===== src/rtl/arb_pkg.sv =====
// Shared definitions for the 8-way round-robin arbiter: widths, FSM states and
// a one-hot decode helper used when loading a grant.
package arb_pkg;

  localparam int unsigned NREQ  = 8;
  localparam int unsigned IDX_W = 3;

  typedef enum logic [0:0] {
    StIdle,
    StGrant
  } arb_state_e;

  function automatic logic [NREQ-1:0] idx2onehot(input logic [IDX_W-1:0] idx);
    logic [NREQ-1:0] onehot;
    onehot = '0;
    onehot[idx] = 1'b1;
    return onehot;
  endfunction

endpackage


===== src/rtl/rr_pick8.sv =====
// Combinational rotating priority picker: returns the first set request bit at or
// after 'start', wrapping modulo 8.
module rr_pick8
  import arb_pkg::*;
(
  input  logic [NREQ-1:0]  req,
  input  logic [IDX_W-1:0] start,
  output logic             found,
  output logic [IDX_W-1:0] idx
);

  logic [2*NREQ-1:0] req_dbl;
  logic [NREQ-1:0]   req_rot;
  logic [IDX_W-1:0]  rot_idx;

  // Rotate right by 'start' so the search origin lands on bit 0.
  always_comb begin
    req_dbl = {req, req} >> start;
    req_rot = req_dbl[NREQ-1:0];
  end

  always_comb begin
    rot_idx = '0;
    for (int i = NREQ - 1; i >= 0; i--) begin
      if (req_rot[i]) begin
        rot_idx = IDX_W'(i);
      end
    end
  end

  assign found = |req;
  // Three-bit add wraps naturally modulo 8.
  assign idx   = rot_idx + start;

endmodule


===== src/rtl/rr_arbiter8.sv =====
// 8-way round-robin arbiter with registered one-hot and binary grant outputs and a
// per-owner hold limit that forces rotation when other requesters are waiting.
module rr_arbiter8
  import arb_pkg::*;
#(
  parameter int unsigned MAX_HOLD = 16,
  parameter int unsigned HCNT_W   = 5
) (
  input  logic             clk,
  input  logic             rst_n,
  input  logic             en,
  input  logic [NREQ-1:0]  req,
  output logic [NREQ-1:0]  gnt,
  output logic [IDX_W-1:0] gnt_idx,
  output logic             gnt_valid
);

  localparam bit HoldLimited = (MAX_HOLD != 0);
  localparam logic [HCNT_W-1:0] HoldLast = HoldLimited ? HCNT_W'(MAX_HOLD - 1) : '0;

  arb_state_e        state_q, state_d;
  logic [IDX_W-1:0]  last_ptr_q, last_ptr_d;
  logic [HCNT_W-1:0] hold_cnt_q, hold_cnt_d;
  logic [NREQ-1:0]   gnt_q, gnt_d;
  logic [IDX_W-1:0]  gnt_idx_q, gnt_idx_d;
  logic              gnt_valid_q, gnt_valid_d;

  logic [NREQ-1:0]   pick_req;
  logic [IDX_W-1:0]  pick_start;
  logic              pick_found;
  logic [IDX_W-1:0]  pick_idx;
  logic              hold_at_limit;
  logic              load;

  // gnt_q is zero when idle, so masking it out serves both states and keeps the
  // current owner from being re-picked on release or forced rotation.
  assign pick_req   = req & ~gnt_q;
  assign pick_start = last_ptr_q + 1'b1;

  rr_pick8 u_pick (
    .req   (pick_req),
    .start (pick_start),
    .found (pick_found),
    .idx   (pick_idx)
  );

  assign hold_at_limit = HoldLimited && (hold_cnt_q == HoldLast);

  always_comb begin
    state_d     = state_q;
    last_ptr_d  = last_ptr_q;
    hold_cnt_d  = hold_cnt_q;
    gnt_d       = gnt_q;
    gnt_idx_d   = gnt_idx_q;
    gnt_valid_d = gnt_valid_q;
    load        = 1'b0;

    unique case (state_q)
      StIdle: begin
        if (en && pick_found) begin
          load = 1'b1;
        end
      end
      StGrant: begin
        if (!req[gnt_idx_q]) begin
          if (en && pick_found) begin
            load = 1'b1;
          end else begin
            state_d     = StIdle;
            gnt_d       = '0;
            gnt_valid_d = 1'b0;
          end
        end else if (hold_at_limit && en && pick_found) begin
          load = 1'b1;
        end else if (HoldLimited && !hold_at_limit) begin
          hold_cnt_d = hold_cnt_q + 1'b1;
        end
      end
      default: begin
        state_d     = StIdle;
        gnt_d       = '0;
        gnt_valid_d = 1'b0;
      end
    endcase

    if (load) begin
      state_d     = StGrant;
      last_ptr_d  = pick_idx;
      hold_cnt_d  = '0;
      gnt_d       = idx2onehot(pick_idx);
      gnt_idx_d   = pick_idx;
      gnt_valid_d = 1'b1;
    end
  end

  always_ff @(posedge clk or negedge rst_n) begin
    if (!rst_n) begin
      state_q     <= StIdle;
      last_ptr_q  <= IDX_W'(NREQ - 1);
      hold_cnt_q  <= '0;
      gnt_q       <= '0;
      gnt_idx_q   <= '0;
      gnt_valid_q <= 1'b0;
    end else begin
      state_q     <= state_d;
      last_ptr_q  <= last_ptr_d;
      hold_cnt_q  <= hold_cnt_d;
      gnt_q       <= gnt_d;
      gnt_idx_q   <= gnt_idx_d;
      gnt_valid_q <= gnt_valid_d;
    end
  end

  assign gnt       = gnt_q;
  assign gnt_idx   = gnt_idx_q;
  assign gnt_valid = gnt_valid_q;

endmodule


===== config.mk =====
export PLATFORM = sky130hd
export DESIGN_NAME = rr_arbiter8
export DESIGN_NICKNAME = d
export VERILOG_FILES = /design/src/rtl/arb_pkg.sv /design/src/rtl/rr_pick8.sv /design/src/rtl/rr_arbiter8.sv
export SDC_FILE = /design/constraint.sdc
export NUM_CORES = 1
export LEC_CHECK = 0
export ABC_AREA = 1
export CORE_AREA = 2 2 68 50
export CTS_CLUSTER_DIAMETER = 120
export CTS_CLUSTER_SIZE = 28
export DETAILED_ROUTE_END_ITERATION = 8
export DIE_AREA = 0 0 70 52
export PLACE_DENSITY_LB_ADDON = 0.12
export SYNTH_ARGS = -nofsm -noshare
export SYNTH_HDL_FRONTEND = slang
export SYNTH_SLANG_ARGS = --single-unit

===== constraint.sdc =====
create_clock -name clk -period 4.8 [get_ports clk]
set_input_delay 0.96 -clock clk [delete_from_list [all_inputs] [get_ports clk]]
set_output_delay 0.96 -clock clk [all_outputs]
set_load 0.02 [all_outputs]

==> impl_metrics.yaml, run 1 <==
grt:
  grt_pass1_wl_um: 6870
  grt_max_degree: 22
  grt_pass1_vias: 1501
  grt_usage_pct: 24.4
  gr-total-overflow: 0
  antenna_found_initial: 0
place:
  finalWeightedCongestion: 0.950
  dpl_cell_area_um2: 1930
  hpwl_um: 3260
  port_buffers: 22
final_layout:
  n_antenna_cell: 0
  final_area_um2: 1980
  num-fill-cells: 274
  area_delta_synth_final_pct: 16.9
  multi_input_area_um2: 1020
  seq_area_um2: 529
  drive_above_1_share_pct: 17.9
  nets: 268
yosys:
  synth.distinct_cells: 31
  avgSynthCellArea_um2: 7.44
  syn_area_um2: 1700
  synth.net_count: 244
  synth_fa_ha_area_share_pct: 4.13
  synthFlopType: "dfrtp_1"
  synth_cells: 228
  synth_edf_count: 0
  synth_xor_area_share_pct: 0.517
  synth_top_family_by_area: "simple AND/OR/NAND/NOR gates"
  synth_warnings: 0
  synthMuxAreaShare_pct: 0
  synth_compound_area_share_pct: 6.64
  synth-seq-area-share_pct: 31.2
  synth-simple-area-share_pct: 48.7
  ys_ff_latch: 21
  async_reset_ff_share_pct: 100
min_path:
  whs_path_depth: 2
  min_to: "gnt_valid$_DFFE_PN0P_"
  hp-class: "reg -> reg"
  hold_path.startpoint: "gnt_valid$_DFFE_PN0P_"
drt:
  post_drt_wl_per_cell_um: 14.1
  wl_um: 4070
  num_vias: 1627
  drtIter0Drc: 143
  via_per_inst: 5.63
  antenna_left: 0
  drt-pass1-iter-count: 4
  drc: 0
timing:
  finClkSkew_ps: 3.34
  post-route-min-period_ps: 3570
  tns_ps: 0
  timing.hold.ws_ps: 474
  tightest_slew_ps: 918
  slew-limit-headroom_pct: 38.6
  max_freq_mhz: 280
  rsz0062_at_grt: "false"
  setup_viol: 0
  hold_violations: 0
  final_max_slew_viol_count: 0
  fin_crit_sh_pct: 74.3
clock_network:
  cts_inserted_buffers: 3
  hold_buffers: 0
  cts.repair.resized: 0
  cts_buffer_depth: 2
  clock-sinks: 21
  cts_root_buffer: "clkbuf_8"
  htreeDepth: 1
  tritoncts: "done"
  clkTransAtPathRegs_ps: 80
  worst_skew_pair.late_latency_ps: 260
  post-cts-setup-buffers: 0
floorplanning:
  num_rows: 17
  die_x_um: 70
  top_level_ports: 23
  coreArea_um2: 3020
  dieArea_um2: 3640
  die_y_um: 52
  start_util_pct: 56.1
worst_setup_path:
  r2r-end: "gnt[7]$_DFFE_PN0P_"
  critPathRequiredTime_ps: 4960
  slowest_delay_ps: 500
  crit_buf_inv: 2
  crit_type: "in -> reg"
  worst-r2r-cell-count: 19
  worstReg2RegStart: "last_ptr_q[0]$_DFFE_PN1P_"
  worstPathArrival_ps: 3730
  endpoint_kind: "flop"
  critPathTopFamily: "simple AND/OR/NAND/NOR gates"
  slowest_stage: "clkdlybuf4s50_1"
  path_cells: "clkdlybuf4s50_1, nand3_1, nand3_1, nand3_1, nand2_2, nand3_1, nand2_1, nand2_1, nand2_1, nand2_1, a21boi_0, ha_1, fa_1, xnor2_1, inv_1, nand3_4, nand2_4, nand3_1, nand2_1"
  cp_max_fo: 5
  critPathLaunchType: "primary input"
  r2r_slack_ps: 1300
status:
  outcome: "finished, final reports clean"
run:
  cap_violations: 0
-- cells in the final DEF, fill, tap and decap left out, types with 2 or more instances in the layout --
cell type	Yosys	final
clkdlybuf4s50_1	0	22
nand3_2	15	15
nand2_1	62	62
inv_6	2	2
nor2_4	4	4
nand4_1	5	5
inv_2	2	2
clkbuf_8	0	3
nand2_2	8	8
nand3_1	43	43
nand2_4	2	2
o21ai_0	6	6
a21oi_1	6	6
nor2_1	7	7
ha_1	4	4
dfrtp_1	18	18
inv_1	25	25
dfstp_2	3	3
-- per-layer routing --
metal  track usage, %  part of all wire [%]  wire [µm]
met3             5.62                   9.9        404
met5                0                     0          0
met2             36.7                    41       1690
met1             35.7                    48       1960
met4             5.13                  0.47         19
-- layout make-up --
type	instances	area share, %
clock buffers	3	2.08
inverters	29	6.00
flip-flops and latches	21	26.7
well taps	38	2.40
repair buffers	22	11.1
clock inverters	1	0.379
multi-input cells	175	51.3
-- synthesized netlist by cell type, types with 2 or more instances --
cell     count  area share [%]
dfstp_2      3             4.6
buf_6        2             1.3
inv_1       25             5.5
inv_2        2            0.44
ha_1         4             3.0
nor2_4       4             2.7
nand2_1     62              14
nand3_2     15             8.9
nand4_1      5             1.8
nand2_2      8             3.0
inv_6        2             1.0
nor2_1       7             1.6
nand2_4      2             1.3
a21oi_1      6             1.8
o21ai_0      6             1.8
dfrtp_1     18              27
nand3_1     43              13
-- worst max-delay path by stage --
| stage | startpoint | endpoint | slack [ps] | depth (start not counted) |
|---|---|---|---|---|
| 6_report | req[1] | gnt[7]$_DFFE_PN0P_ | 1230 | 19 |
| 5_1_grt | req[4] | gnt[7]$_DFFE_PN0P_ | 1040 | 18 |
| 4_1_cts | req[6] | gnt[7]$_DFFE_PN0P_ | 1270 | 18 |
| 3_5_place_dp | req[6] | gnt[7]$_DFFE_PN0P_ | 1000 | 18 |
| 3_3_place_gp | req[6] | gnt[7]$_DFFE_PN0P_ | 1040 | 18 |
| 2_1_floorplan | req[1] | gnt_idx[2]$_DFFE_PN0P_ | 1780 | 18 |
-- stage by stage --
stage	instances	utilization (%)	setup slack, ps
CTS	289	65.6	1270
global route	289	65.6	1040
floorplan	228	-	1780
global placement	285	64.0	1040
finish	289	65.6	1230
detailed placement	285	64.0	1000
-- cell families after synthesis --
kind of cell             after synthesis
XOR/XNOR                               1
buffers and inverters                 32
AND/OR/NAND/NOR                      150
adder cells (fa/ha/maj)                5
AO/OA/AOI/OAI                         19
flip-flops                            21
-- worst reg2reg max path, delay by kind of cell (launching register included) --
family          cells  cell delay, ps
simple gates       11             890
compound gates      1              80
flops               1             670
buf+inv             3             400
fa+ha+maj           3            1060
xor+xnor            1             310
-- state kept, by name, summed over array words and instances (netlist names) --
| name | flops |
|---|---|
| gnt | 8 |
| gnt_idx | 3 |
| gnt_valid | 1 |
| hold_cnt_q | 5 |
| last_ptr_q | 3 |
| state_q | 1 |
Power of run 1 is not shown: default switching activity piles up to over one toggle a cycle in this logic, so the estimate is an artifact.
==> inputs of run 2 (changes only) <==
- CORE_AREA: 2 2 68 50 -> 2 2 70 52
- DIE_AREA: 0 0 70 52 -> 0 0 72 54
- clock period: 4.8 -> 3.5 ns (I/O delays scaled with it)
==> run 2 against run 1 <==
Compared with the run above:
- sequential share of layout area shrank 0.38 points
- final area grew 1.5%
- count of clock-buffer cells in the layout grew 1
- critical endpoint unchanged
- clock skew is essentially flat
- register-to-register slack lost 930 ps
- flip-flop and latch count is the same
- final cell count grew 1.7%
- worst setup slack lost 930 ps
- critical path depth shrank 1
- wire length shrank 2.4%
- core utilization shrank 4.9 points
- global-route usage shrank 1.6 points
==> impl_metrics.yaml, run 2 (synthesis results as in run 1) <==
clock_network:
  cts_root_buffer: "clkbuf_8"
  cts_inserted_buffers: 3
  tritoncts: "done"
  clock-sinks: 21
  clkTransAtPathRegs_ps: 80
  htreeDepth: 1
  worst_skew_pair.late_latency_ps: 260
  cts_buffer_depth: 2
timing:
  final_max_slew_viol_count: 0
  fin_crit_sh_pct: 91.2
  max_freq_mhz: 313
  finClkSkew_ps: 3.79
  hold_violations: 0
  rsz0062_at_grt: "false"
  tightest_slew_ps: 930
  timing.hold.ws_ps: 477
  post-route-min-period_ps: 3190
  slew-limit-headroom_pct: 37.8
  setup_viol: 0
worst_setup_path:
  critPathLaunchType: "primary input"
  worstPathArrival_ps: 3350
  cp_max_fo: 5
  crit_type: "in -> reg"
  worstReg2RegStart: "last_ptr_q[0]$_DFFE_PN1P_"
  r2r-end: "gnt[7]$_DFFE_PN0P_"
  critPathRequiredTime_ps: 3660
  r2r_slack_ps: 370
  worst-r2r-cell-count: 19
  endpoint_kind: "flop"
drt:
  wl_um: 3970
  antenna_left: 0
  num_vias: 1564
  via_per_inst: 5.32
  drc: 0
  drtIter0Drc: 161
  drt-pass1-iter-count: 4
  post_drt_wl_per_cell_um: 13.5
place:
  hpwl_um: 3140
  port_buffers: 22
  finalWeightedCongestion: 0.845
floorplanning:
  start_util_pct: 51.2
  die_y_um: 54
  dieArea_um2: 3890
  die_x_um: 72
  top_level_ports: 23
  coreArea_um2: 3310
  num_rows: 18
grt:
  grt_usage_pct: 22.8
  grt_max_degree: 22
  antenna_found_initial: 0
  gr-total-overflow: 0
  grt_pass1_vias: 1362
  grt_pass1_wl_um: 6630
min_path:
  hp-class: "reg -> reg"
  hold_path.startpoint: "last_ptr_q[1]$_DFFE_PN1P_"
  whs_path_depth: 2
  min_to: "last_ptr_q[1]$_DFFE_PN1P_"
final_layout:
  largest_reg_flops: 8
  area_delta_synth_final_pct: 18.6
  nets: 271
  layout_common_cells: "nand2_1 (62), nand3_1 (43), inv_1 (25)"
  drive_above_1_share_pct: 18.9
  final_common_cell: "nand2_1"
  n_antenna_cell: 0
  num-fill-cells: 312
run:
  cap_violations: 0
status:
  outcome: "finished, final reports clean"
==> run 2: area by class of cell <==
cell class	instances	area (µm²)	area share [%]
inverters	29	119	5.91
multi-input cells	175	1020	51.0
flip-flops and latches	21	529	26.3
well taps	40	50.0	2.49
clock buffers	4	45.0	2.24
repair buffers	25	243	12.1
==> run 2: worst max-delay path: stages <==
cell and delay (ps):
clkdlybuf4s50_1 570, nand3_1 150, nand3_1 140, nand3_1 90, nand2_2 110, inv_1 50, nand2_1 50, nand2_1 40
nand2_1 50, a21boi_0 80, ha_1 200, fa_1 430, xnor2_2 250, inv_1 110, nand3_4 130, nand2_4 80
nand3_1 70, nand2_1 60
==> run 2: worst max-delay path by stage <==
stage,cells past startpoint,to,from
final,18,gnt[7]$_DFFE_PN0P_,req[4]
after global placement,19,gnt[7]$_DFFE_PN0P_,req[3]
after CTS,18,gnt[7]$_DFFE_PN0P_,req[4]
after detailed placement,18,gnt[7]$_DFFE_PN0P_,req[4]
after global routing,18,gnt[7]$_DFFE_PN0P_,req[4]
after floorplan,20,gnt_idx[2]$_DFFE_PN0P_,last_ptr_q[0]$_DFFE_PN1P_
==> run 2: timing repair <==
action | in CTS | in global routing
hold buffers | 0 | 0
setup endpoints to repair | 0 | 1
gates resized for setup | 0 | 1
buffers inserted | 0 | 0
==> run 2: per-stage QoR <==
stage	area, µm²	utilization, %	cells	setup WS (ps)	TNS [ps]
floorplan	1700	-	228	508	0
global placement	1960	59.1	290	28.7	0
detailed placement	1960	59.1	290	-18.2	-51.2
CTS	2000	60.5	294	240	0
global route	2010	60.7	294	83.6	0
finish	2010	60.7	294	308	0
==> run 2: layer usage <==
| metal | routed length (µm) | vias to the layer above | GRT usage [%] |
|---|---|---|---|
| met5 | 0 | - | 0 |
| met4 | 16 | 0 | 5.03 |
| met3 | 353 | 2 | 6.93 |
| met2 | 1500 | 56 | 30.2 |
| met1 | 2110 | 697 | 35.2 |
| li1 | - | 809 | - |
Power of run 2 is left out for the same reason.
